===== src/rtl/i2c_sched_pkg.sv =====
// Shared types and constants for the I2C request scheduler and its round-robin picker.
package i2c_sched_pkg;

  localparam int I2C_BYTE_W = 8;
  localparam int RETRY_W    = 3;

  typedef enum logic [1:0] {
    IDLE  = 2'b00,
    ISSUE = 2'b01,
    WAIT  = 2'b10,
    RESP  = 2'b11
  } sched_state_e;

endpackage


===== src/rtl/rr_arbiter.sv =====
// Combinational round-robin picker: the first asserted request at or after ptr wins.
module rr_arbiter #(
  parameter int N  = 4,
  parameter int PW = $clog2(N)
) (
  input  logic [N-1:0]  req,
  input  logic [PW-1:0] ptr,
  output logic [N-1:0]  onehot,
  output logic [PW-1:0] idx
);

  logic [PW-1:0] cand;

  // Walk offsets from farthest to nearest so the nearest hit is the last one written.
  always_comb begin
    onehot = '0;
    idx    = '0;
    cand   = '0;
    for (int off = N - 1; off >= 0; off--) begin
      cand = PW'((int'(ptr) + off) % N);
      if (req[cand]) begin
        onehot = N'(1) << cand;
        idx    = cand;
      end
    end
  end

endmodule


===== src/rtl/i2c_req_scheduler.sv =====
// Shares one I2C address+data write master among N_REQ requesters with round-robin
// arbitration, NACK retry and a per-attempt timeout.
module i2c_req_scheduler
  import i2c_sched_pkg::*;
#(
  parameter int N_REQ     = 4,
  parameter int MAX_RETRY = 2,
  parameter int TIMEOUT   = 4096
) (
  input  logic                        clk,
  input  logic                        reset_n,
  input  logic [N_REQ-1:0]            req,
  input  logic [I2C_BYTE_W*N_REQ-1:0] req_addr,
  input  logic [I2C_BYTE_W*N_REQ-1:0] req_data,
  output logic [N_REQ-1:0]            gnt,
  output logic [N_REQ-1:0]            resp_valid,
  output logic                        resp_success,
  output logic                        resp_timeout,
  output logic                        m_go,
  output logic [I2C_BYTE_W-1:0]       m_addr,
  output logic [I2C_BYTE_W-1:0]       m_data,
  input  logic                        m_busy,
  input  logic                        m_done,
  input  logic                        m_success
);

  localparam int PW = $clog2(N_REQ);
  localparam int TW = $clog2(TIMEOUT + 1);
  localparam logic [TW-1:0]      TMO_LAST  = TW'(TIMEOUT - 1);
  localparam logic [RETRY_W-1:0] RETRY_MAX = RETRY_W'(MAX_RETRY);
  localparam logic [PW-1:0]      LAST_IDX  = PW'(N_REQ - 1);

  // Handshakes: a requester holds req until its one-cycle resp_valid; the master
  // accepts go by raising m_busy, and m_done/m_success count only once busy was seen.
  sched_state_e       state;
  logic [PW-1:0]      ptr;
  logic [PW-1:0]      gidx;
  logic [RETRY_W-1:0] retry_cnt;
  logic [TW-1:0]      tmo_cnt;

  logic [N_REQ-1:0]   arb_onehot;
  logic [PW-1:0]      arb_idx;
  logic               tmo_hit;

  rr_arbiter #(
    .N  (N_REQ),
    .PW (PW)
  ) u_arb (
    .req    (req),
    .ptr    (ptr),
    .onehot (arb_onehot),
    .idx    (arb_idx)
  );

  // The counter value before this edge's increment; equality means TIMEOUT is reached now.
  assign tmo_hit = (tmo_cnt == TMO_LAST);

  always_ff @(posedge clk or negedge reset_n) begin
    if (!reset_n) begin
      state        <= IDLE;
      ptr          <= '0;
      gidx         <= '0;
      retry_cnt    <= '0;
      tmo_cnt      <= '0;
      gnt          <= '0;
      resp_valid   <= '0;
      resp_success <= 1'b0;
      resp_timeout <= 1'b0;
      m_go         <= 1'b0;
      m_addr       <= '0;
      m_data       <= '0;
    end else begin
      case (state)
        IDLE: begin
          if ((|req) && !m_busy) begin
            m_addr    <= req_addr[arb_idx*I2C_BYTE_W +: I2C_BYTE_W];
            m_data    <= req_data[arb_idx*I2C_BYTE_W +: I2C_BYTE_W];
            gnt       <= arb_onehot;
            gidx      <= arb_idx;
            retry_cnt <= '0;
            tmo_cnt   <= '0;
            m_go      <= 1'b1;
            state     <= ISSUE;
          end
        end

        ISSUE: begin
          tmo_cnt <= tmo_cnt + 1'b1;
          if (tmo_hit) begin
            m_go         <= 1'b0;
            resp_valid   <= gnt;
            resp_success <= 1'b0;
            resp_timeout <= 1'b1;
            state        <= RESP;
          end else if (m_busy) begin
            m_go  <= 1'b0;
            state <= WAIT;
          end
        end

        WAIT: begin
          tmo_cnt <= tmo_cnt + 1'b1;
          // A completion in the same cycle as the timeout wins over the timeout.
          if (m_done && !m_busy) begin
            if (m_success) begin
              resp_valid   <= gnt;
              resp_success <= 1'b1;
              resp_timeout <= 1'b0;
              state        <= RESP;
            end else if (retry_cnt < RETRY_MAX) begin
              retry_cnt <= retry_cnt + 1'b1;
              tmo_cnt   <= '0;
              m_go      <= 1'b1;
              state     <= ISSUE;
            end else begin
              resp_valid   <= gnt;
              resp_success <= 1'b0;
              resp_timeout <= 1'b0;
              state        <= RESP;
            end
          end else if (tmo_hit) begin
            resp_valid   <= gnt;
            resp_success <= 1'b0;
            resp_timeout <= 1'b1;
            state        <= RESP;
          end
        end

        RESP: begin
          resp_valid   <= '0;
          resp_success <= 1'b0;
          resp_timeout <= 1'b0;
          gnt          <= '0;
          ptr          <= (gidx == LAST_IDX) ? '0 : gidx + 1'b1;
          state        <= IDLE;
        end

        default: state <= IDLE;
      endcase
    end
  end

endmodule


===== config.mk =====
export PLATFORM = sky130hd
export DESIGN_NAME = i2c_req_scheduler
export DESIGN_NICKNAME = d
export VERILOG_FILES = /design/src/rtl/i2c_sched_pkg.sv /design/src/rtl/rr_arbiter.sv /design/src/rtl/i2c_req_scheduler.sv
export SDC_FILE = /design/constraint.sdc
export NUM_CORES = 1
export LEC_CHECK = 0
export CAP_MARGIN = 20
export CORE_ASPECT_RATIO = 1.4
export CORE_MARGIN = 1
export CORE_UTILIZATION = 55
export DETAILED_ROUTE_END_ITERATION = 10
export DONT_BUFFER_PORTS = 1
export PLACE_DENSITY = 0.7
export SLEW_MARGIN = 20
export SYNTH_ARGS = -nofsm -noshare
export SYNTH_HDL_FRONTEND = slang
export SYNTH_HIERARCHICAL = 1
export SYNTH_SLANG_ARGS = --single-unit
export TNS_END_PERCENT = 50

===== constraint.sdc =====
create_clock -name clk -period 3.8 [get_ports clk]
set_clock_uncertainty 0.1 [all_clocks]
set_input_delay 0 -clock clk [delete_from_list [all_inputs] [get_ports clk]]
set_output_delay 0 -clock clk [all_outputs]
set_load 0.1 [all_outputs]

# Word level (Yosys, flattened, before mapping)
# Cells that the tools add are included.
# W data, S select, Z words.
# word_totals
regBits	49
inputBits	73
output_inout_bits	27
# classes
add_sub_neg	6
magnitude_cmp	5
eq_ne	12
shifts	6
muxes	58
n_reduce_logical	16
# ops
op	n
$shiftx A32 B6 Y8	2
$mux W13	4
$pmux W13 S3	1
$mux W4	9
$mux W2	12
$mux W1	17
$shl A1 B2 Y4 const A	4
$add A13 B1 Y13 const B	1
$eq A13 B12 Y1 const B	1
$lt A2 B3 Y1 const B	4
$mux W3	4
$pmux W4 S3	1
$pmux W1 S3	3
$bmux W1 S2	4
$ne A2 B2 Y1 const B	4
$pmux W2 S4	1
$pmux W4 S2	1
$reduce_and A2 Y1	4
$eq A2 B2 Y1 const B	3
$ne A3 B3 Y1 const B	2
$pmux W3 S2	1
$reduce_and A6 Y1	1
$reduce_bool A3 Y1	2
$reduce_and A5 Y1	1
other kinds (12)	16

# Depth between registers and ports, before layout
# Gate-level depths: netlist of the first run.
# depth
ltp_word	9
mapped_depth	12

# Modules after synthesis
# Netlist of the first run, hierarchy kept.
# by_module_without_submodules
module	instances	cells_each	area_each_um2
i2c_req_scheduler	1	232	2845.2
rr_arbiter	1	60	490.5

# Least setup slack after synthesis of the first run
# No wires, ideal clock.
# synth_timing
path_type	flip-flop to flip-flop
from	register ptr[1]
to	register m_addr[2]
setup_time_ns	0.125
arrival_time_ns	3.035
required_time_ns	3.575
path_slack_ns	0.540
path_stages_with_launch	11
path_buffers	3
cell_sequence	dfrtp_1 > inv_1 > ha_1 > clkbuf_2 > mux2_2 > o21ai_0 > o2bb2ai_1 > buf_2 > buf_2 > mux4_2 > mux2_2
# synth_via
elab_chain_len	8
word_cells_on_any_way	16
cone_classes	add/sub (3); shift (1); mux (12)
# synth_lines
item	line	text
from (decl)	i2c_req_scheduler.sv:36	logic [PW-1:0] ptr;
from (signal assigned)	i2c_req_scheduler.sv:134	ptr <= (gidx == LAST_IDX) ? '0 : gidx + 1'b1;
$add A2 B2 Y2	rr_arbiter.sv:20	cand = PW'((int'(ptr) + off) % N);
$bmux W1 S2	rr_arbiter.sv:21	if (req[cand]) begin
$mux W1 (implied by the code)	rr_arbiter.sv:21	
$mux W2 (3 in a row)	rr_arbiter.sv:21	
$mux W2 *	rr_arbiter.sv:21	
named net arb_idx[0]	i2c_req_scheduler.sv:42	logic [PW-1:0] arb_idx;
$shiftx A32 B6 Y8 *	i2c_req_scheduler.sv:76	m_addr <= req_addr[arb_idx*I2C_BYTE_W +: I2C_BYTE_W];
to (signal assigned)	i2c_req_scheduler.sv:76	
to (decl)	i2c_req_scheduler.sv:20	output logic [I2C_BYTE_W-1:0] m_addr,
# Mark *: on every way through the listed nets, which the timed path passes. The rest lies on a longest branch. The select of a mux whose other input is x is not followed.
# A chain may end at the register's enable or synchronous reset.

# Worst setup path after layout of the first run
# layout_timing
from	register ptr[0]
to	register m_addr[1]
# Same word-level chain as after synthesis.

==> results of run 1 <==
==> per-stage QoR <==
stage          area, um2  worst slack, ns  instances  utilization  total power [uW]
2_1_floorplan       3336           0.5395        292            -              3044
3_3_place_gp        3421           0.8568        358       0.5834              3338
3_5_place_dp        3421           0.8378        358       0.5834              3380
4_1_cts             3943           0.2718        407       0.6724              3944
5_1_grt             3943          0.07986        407       0.6724              4209
6_report            3943           0.2096        407       0.6724              3999
==> worst max-delay path: stages (launching register included) <==
cell and delay (ns):
dfrtp_1 0.37, inv_1 0.11, ha_1 0.44, mux2_2 0.37, o21ai_0 0.22, o2bb2ai_2 0.12
buf_4 0.31, mux4_2 0.56, dlygate4sd3_1 0.59, mux2_2 0.29
==> cell families after synthesis <==
group           share of synthesized area
compound gates                     0.1827
simple gates                       0.1418
flops                              0.3676
mux                                0.2093
buf+inv                           0.03600
fa+ha+maj                         0.06001
xor+xnor                         0.002626
==> registers in the layout, summed over array words and instances, names as in the netlist <==
signal,count
resp_timeout,1
m_go,1
ptr,2
resp_valid,4
gnt,4
m_data,8
m_addr,8
state,2
retry_cnt,3
resp_success,1
gidx,2
tmo_cnt,13
==> routing by layer <==
| layer | part of all wire | track usage | vias up |
|---|---|---|---|
| li1 | - | - | 1233 |
| met3 | 0.036 | 0.03519 | 15 |
| met1 | 0.39 | 0.3495 | 1353 |
| met4 | 0.023 | 0.1007 | 0 |
| met2 | 0.55 | 0.4711 | 93 |
| met5 | 0 | 0 | - |
==> layout make-up <==
| class | count | area (um2) |
|---|---|---|
| multi-input cells | 218 | 1998 |
| fillers | 456 | 1921 |
| flip-flops and latches | 49 | 1226 |
| repair buffers | 49 | 488.0 |
| well taps | 70 | 87.58 |
| clock buffers | 5 | 68.82 |
| inverters | 13 | 48.80 |
| clock inverters | 3 | 25.02 |
==> layout by cell type, fill, tap and decap left out, drive strengths merged, types with 6 or more instances in the layout <==
cell and n:
dfrtp 49, dlygate4sd3 40, mux2 23, mux4 18
o21ai 18, ha 16, a21oi 15, inv 14
nand2 13, nor2 9, nand4 9, buf 9
a22oi 7, a22o 7, nand3 6
==> power by group through the flow <==
stage / logic, uW / registers [uW] / clock network (uW)
2_1_floorplan: 1360 / 1680 / 0
3_3_place_gp: 1630 / 1710 / 0
5_1_grt: 2130 / 1730 / 353
6_report: 1970 / 1700 / 326
3_5_place_dp: 1670 / 1710 / 0
4_1_cts: 1910 / 1700 / 333
==> final timing paths <==
kind,from,slack (ns),to
max reg2reg,ptr[0]$_DFFE_PN0P_,0.21,m_addr[1]$_DFFE_PN0P_
max,ptr[0]$_DFFE_PN0P_,0.21,m_addr[1]$_DFFE_PN0P_
min reg2reg,tmo_cnt[9]$_DFFE_PN0P_,0.40,tmo_cnt[9]$_DFFE_PN0P_
max in group asynchronous,reset_n,3.27,gnt[0]$_DFFE_PN0P_
min,m_busy,0.01,retry_cnt[2]$_DFFE_PN0P_
min in group asynchronous,reset_n,0.12,m_addr[6]$_DFFE_PN0P_
==> implementation parameters, run 1 <==
Parameter                              Value

Setup path
  Worst setup path category ... register to register
  Critical Path Source Type ... register
  Setup crit end kind ... register
  Required time worst endpoint ... 3.90 ns
  Worst reg-to-reg path cell count ... 9
  Critical path peak fanout ... 17
  Critical path data arrival time ... 3.69 ns

Detailed routing
  Vias ... 2694
  Iteration-0 DRC count of the detailed router ... 161
  Routed Wire Length ... 8.274 mm
  WL/cell ... 20.33 um
  Via-per-instance ratio ... 6.619
  Routed Antenna Nets ... 0
  Post-route DRC ... 0
  First-pass detailed-route iteration total ... 4

Timing
  Max-slew violation count ... 0
  Time the worst path needs with I/O delays and setup ... 3.590 ns
  Final-report setup violation count ... 0
  Setup TNS ... 0 ns
  Highest clock rate ... 0.2785 GHz
  Unrepaired setup endpoints after global routing ... false
  Final number of hold-violating endpoints ... 0
  Slew at the pin closest to its max-slew limit ... 1.086 ns
  Worst slew margin ... 0.2750
  Final clock period utilization by the worst path ... 0.9449
  Hold Slack ... 0.01393 ns

Placed design
  Number of input and output port buffers inserted ... 0
  HPWL after detailed placement ... 5.189 mm
  GP Congestion ... 0.8405

Synth
  Top cell type's share of synthesized area ... 0.3676
  Cell with the most instances after synthesis ... dfrtp_1
  Top flip-flop cell by instance count after synthesis ... dfrtp_1
  Gate count of the mapped netlist ... 292
  Yosys warning total ... 6
  Sequential cell area fraction in the yosys report ... 0.3676
  Commonest cells post-synth ... dfrtp_1 (49), mux2_2 (23), mux4_2 (17), o21ai_0 (17), ha_1 (16)
  Netlist Area Pre-Place ... 3336 um2
  Proportion of register bits with asynchronous set or reset after synthesis ... 1.000
  Dominant cell type by area after synthesis ... dfrtp_1
  Number of enable flip-flop cells after synthesis ... 0
  Number of distinct library cell variants in the gate-level netlist after synthesis ... 62
  Mean cell area of the mapped netlist ... 11.42 um2
  Top post-synthesis cells by area ... dfrtp_1 (37%), mux4_2 (11%), mux2_2 (7.8%), ha_1 (6.0%), o21ai_0 (2.6%)
  Post-synth net total ... 381
  Flop and latch count out of synthesis ... 49

Clock tree
  Max Buffers Root-to-Sink ... 2
  Root cell of the clock tree ... clkbuf_8
  Worst-path clk slew ... 0.11 ns
  CTS tree ... yes
  Setup Fix Bufs, Post-CTS ... 0
  Number of instances resized during post-cts repair ... 0
  CTS H-Tree Depth ... 2
  Total CTS buffers ... 5
  TritonCTS sink count ... 49
  Number of hold buffers added after CTS ... 41
  Clk Latency, worst-skew pair ... 0.31 ns

Outcome
  Result of the run ... completed

GRT
  Vias in the first global route ... 2754
  Pin count of the biggest net entering global routing ... 50
  Global-route wire length before repair ... 13.11 mm
  Overall track demand over capacity in global routing ... 0.2762
  Number of antenna violations at the first check in global routing ... 0
  Total congestion overflow after global routing ... 0

Die
  Row cnt ... 33
  Std-Cell Core Area ... 5863 um2
  Height of the die ... 94.15 um
  Number of top-level pins ... 100
  Die footprint ... 6385 um2
  Initial cell density of the core ... 0.5689
  Horiz. Die Dim ... 67.82 um

Final layout
  Layout area overhead ... 18.19%
  Layout Nets ... 425
  Antenna fix cells ... 0
  Share of cells above drive strength 1 ... 0.2255

Power and ir drop
  Proportion of power drawn by the clock network ... 0.082
  Cell Pwr Density ... 1014 nW/um2
  Worst vdd ir ... 0.6506 mV
  Power share of the sequential group ... 0.426
  Leakage power ... 0.001617 uW
  Switching share of total power ... 0.5461
  Share of power burned in combinational logic ... 0.492
  P_sw ... 2184 uW
  Internal power ... 1815 uW

Job
  Max-capacitance violation count ... 0

Min path
  Min-delay worst type ... input port to register
  Worst hold path stage count ... 3
(Power assumes the default switching activity.)
==> run 2: changes to the inputs <==
Settings changed: CELL_PAD_IN_SITES_DETAIL_PLACEMENT from default to 2, CELL_PAD_IN_SITES_GLOBAL_PLACEMENT from default to 2, CORE_UTILIZATION 55 to 40, PLACE_DENSITY 0.7 to default, PLACE_DENSITY_LB_ADDON from default to 0.1.
==> implementation parameters, run 2 (same netlist as run 1, synthesis figures left out) <==
Parameter                              Value

GRT
  Pin count of the biggest net entering global routing ... 50
  Total congestion overflow after global routing ... 0
  Number of antenna violations at the first check in global routing ... 3
  Global-route wire length before repair ... 18.02 mm
  Vias in the first global route ... 3187
  Overall track demand over capacity in global routing ... 0.2873

Clock tree
  CTS tree ... yes
  Worst-path clk slew ... 0.08 ns
  Clk Latency, worst-skew pair ... 0.30 ns
  Total CTS buffers ... 5
  Root cell of the clock tree ... clkbuf_16
  TritonCTS sink count ... 49
  Max Buffers Root-to-Sink ... 2
  CTS H-Tree Depth ... 2

Setup path
  Worst reg-to-reg setup slack ... 0.15 ns
  Critical path peak fanout ... 17
  Buf+Inv Stages, Crit Path ... 3
  Critical Path Source Type ... register
  Worst setup path category ... register to register
  Setup crit end kind ... register
  Required time worst endpoint ... 3.89 ns
  Critical path data arrival time ... 3.74 ns
  Cell occurring most often along the worst timing path ... mux2_2
  Slowest stage cell on the critical path ... dlygate4sd3_1
  Biggest cell delay along the critical path ... 0.59 ns
  Largest delay contributor family on the critical path ... multiplexers
  Cells along the critical path ... inv_1, ha_1, mux2_2, o21ai_0, o2bb2ai_2, buf_6, mux4_2, dlygate4sd3_1, mux2_2

Detailed routing
  Routed Wire Length ... 11.82 mm
  Iteration-0 DRC count of the detailed router ... 104
  Vias ... 2781
  Routed Antenna Nets ... 0
  Via-per-instance ratio ... 6.320
  First-pass detailed-route iteration total ... 4
  WL/cell ... 26.85 um
  Post-route DRC ... 0

Timing
  Worst slew margin ... 0.2754
  Hold Slack ... 0.01315 ns
  Slew at the pin closest to its max-slew limit ... 1.080 ns
  Final-report setup violation count ... 0
  Max-slew violation count ... 0
  Setup TNS ... 0 ns
  Highest clock rate ... 0.2739 GHz
  Final clock period utilization by the worst path ... 0.9607
  Final number of hold-violating endpoints ... 0
  Time the worst path needs with I/O delays and setup ... 3.651 ns
  Worst-case setup margin in the final layout ... 0.1493 ns
  Unrepaired setup endpoints after global routing ... false

Final layout
  Final cell count without fillers ... 440
  Share of cells above drive strength 1 ... 0.2229
  Most flops, register ... tmo_cnt
  Largest registers ... tmo_cnt (13), m_addr (8), m_data (8)
  Layout Nets ... 420
  Layout area overhead ... 20.29%
  Number of flip-flops under the largest register name ... 13
  Utilization after layout ... 0.4954
  Most frequent cells in the layout ... dfrtp_1 (49), dlygate4sd3_1 (37), mux2_2 (23)
  # fillers ... 858
  Most common library cell in the layout ignoring fill and taps ... dfrtp_1

Die
  Die footprint ... 8714 um2
  Height of the die ... 110.1 um
  Row cnt ... 39
  Horiz. Die Dim ... 79.18 um
  Std-Cell Core Area ... 8100 um2
  Initial cell density of the core ... 0.4118
  Number of top-level pins ... 100

Outcome
  Result of the run ... completed

Power and ir drop
  Leakage power ... 0.001620 uW
  Worst vdd ir ... 0.6212 mV
  Cell Pwr Density ... 1071 nW/um2

Placed design
  GP Congestion ... 0.7382
  Number of input and output port buffers inserted ... 0
  HPWL after detailed placement ... 6.832 mm
  Placed instance count ... 388
  Worst Setup Slack post-DPL ... 0.8000 ns

Min path
  Min-delay worst type ... input port to register

Job
  Max-capacitance violation count ... 0
run 2: changes by cell type in the layout (fill, tap and decap cells not counted), sizes merged:
cell and change:
diode +6, dlygate4sd3 -3, buf -2
run 2: what timing repair did:
action,CTS,global route
buffers inserted,0,0
endpoints found under the setup margin,0,4
hold buffers,38,0
resized for setup,0,1
hold endpoints to repair,71,0
run 2: through the flow:
stage | total power, uW | area (um2)
final | 4296 | 4013
after global routing | 4500 | 4005
after CTS | 4164 | 3994
after detailed placement | 3459 | 3446
after global placement | 3386 | 3446
after floorplan | 3044 | 3336
run 2: final cells by class:
cell class / count / area, um2 / area share
multi-input combinational: 218 / 1998 / 0.4980
sequential: 49 / 1226 / 0.3056
timing repair buffer: 44 / 446.7 / 0.1113
tap: 102 / 127.6 / 0.03181
clock buffer: 5 / 125.1 / 0.03118
inverter: 13 / 48.80 / 0.01216
clock inverter: 3 / 25.02 / 0.006236
antenna: 6 / 15.01 / 0.003742
run 2: worst register-to-register path, stage by stage (launching register included):
cell           delay, ns
dfrtp_1             0.37
inv_1               0.15
ha_1                0.47
mux2_2              0.36
o21ai_0             0.22
o2bb2ai_2           0.15
buf_6               0.27
mux4_2              0.58
dlygate4sd3_1       0.59
mux2_2              0.28
run 2: worst paths after layout:
path | start | end | cells past startpoint
hold / removal | m_done | resp_success$_DFFE_PN0P_ | 2
max in group asynchronous | reset_n | tmo_cnt[4]$_DFFE_PN0P_ | 2
setup / recovery | ptr[1]$_DFFE_PN0P_ | m_data[6]$_DFFE_PN0P_ | 9
setup reg to reg | ptr[1]$_DFFE_PN0P_ | m_data[6]$_DFFE_PN0P_ | 9
min in group asynchronous | reset_n | gidx[0]$_DFFE_PN0P_ | 2
hold reg to reg | tmo_cnt[9]$_DFFE_PN0P_ | tmo_cnt[9]$_DFFE_PN0P_ | 1
run 2: power breakdown:
| group | switching, uW | leakage [uW] | total, uW | internal [uW] |
|---|---|---|---|---|
| clock | 232 | 0.0000704 | 480 | 249 |
| sequential | 1050 | 0.000628 | 1730 | 677 |
| combinational | 1080 | 0.000922 | 2090 | 1000 |
run 2: per-layer routing:
layer	up-vias	wire, um	global-route usage
li1	1232	-	-
met2	94	6671	0.5363
met4	0	612	0.2052
met3	33	425	0.05350
met5	-	0	0
met1	1422	4106	0.2814
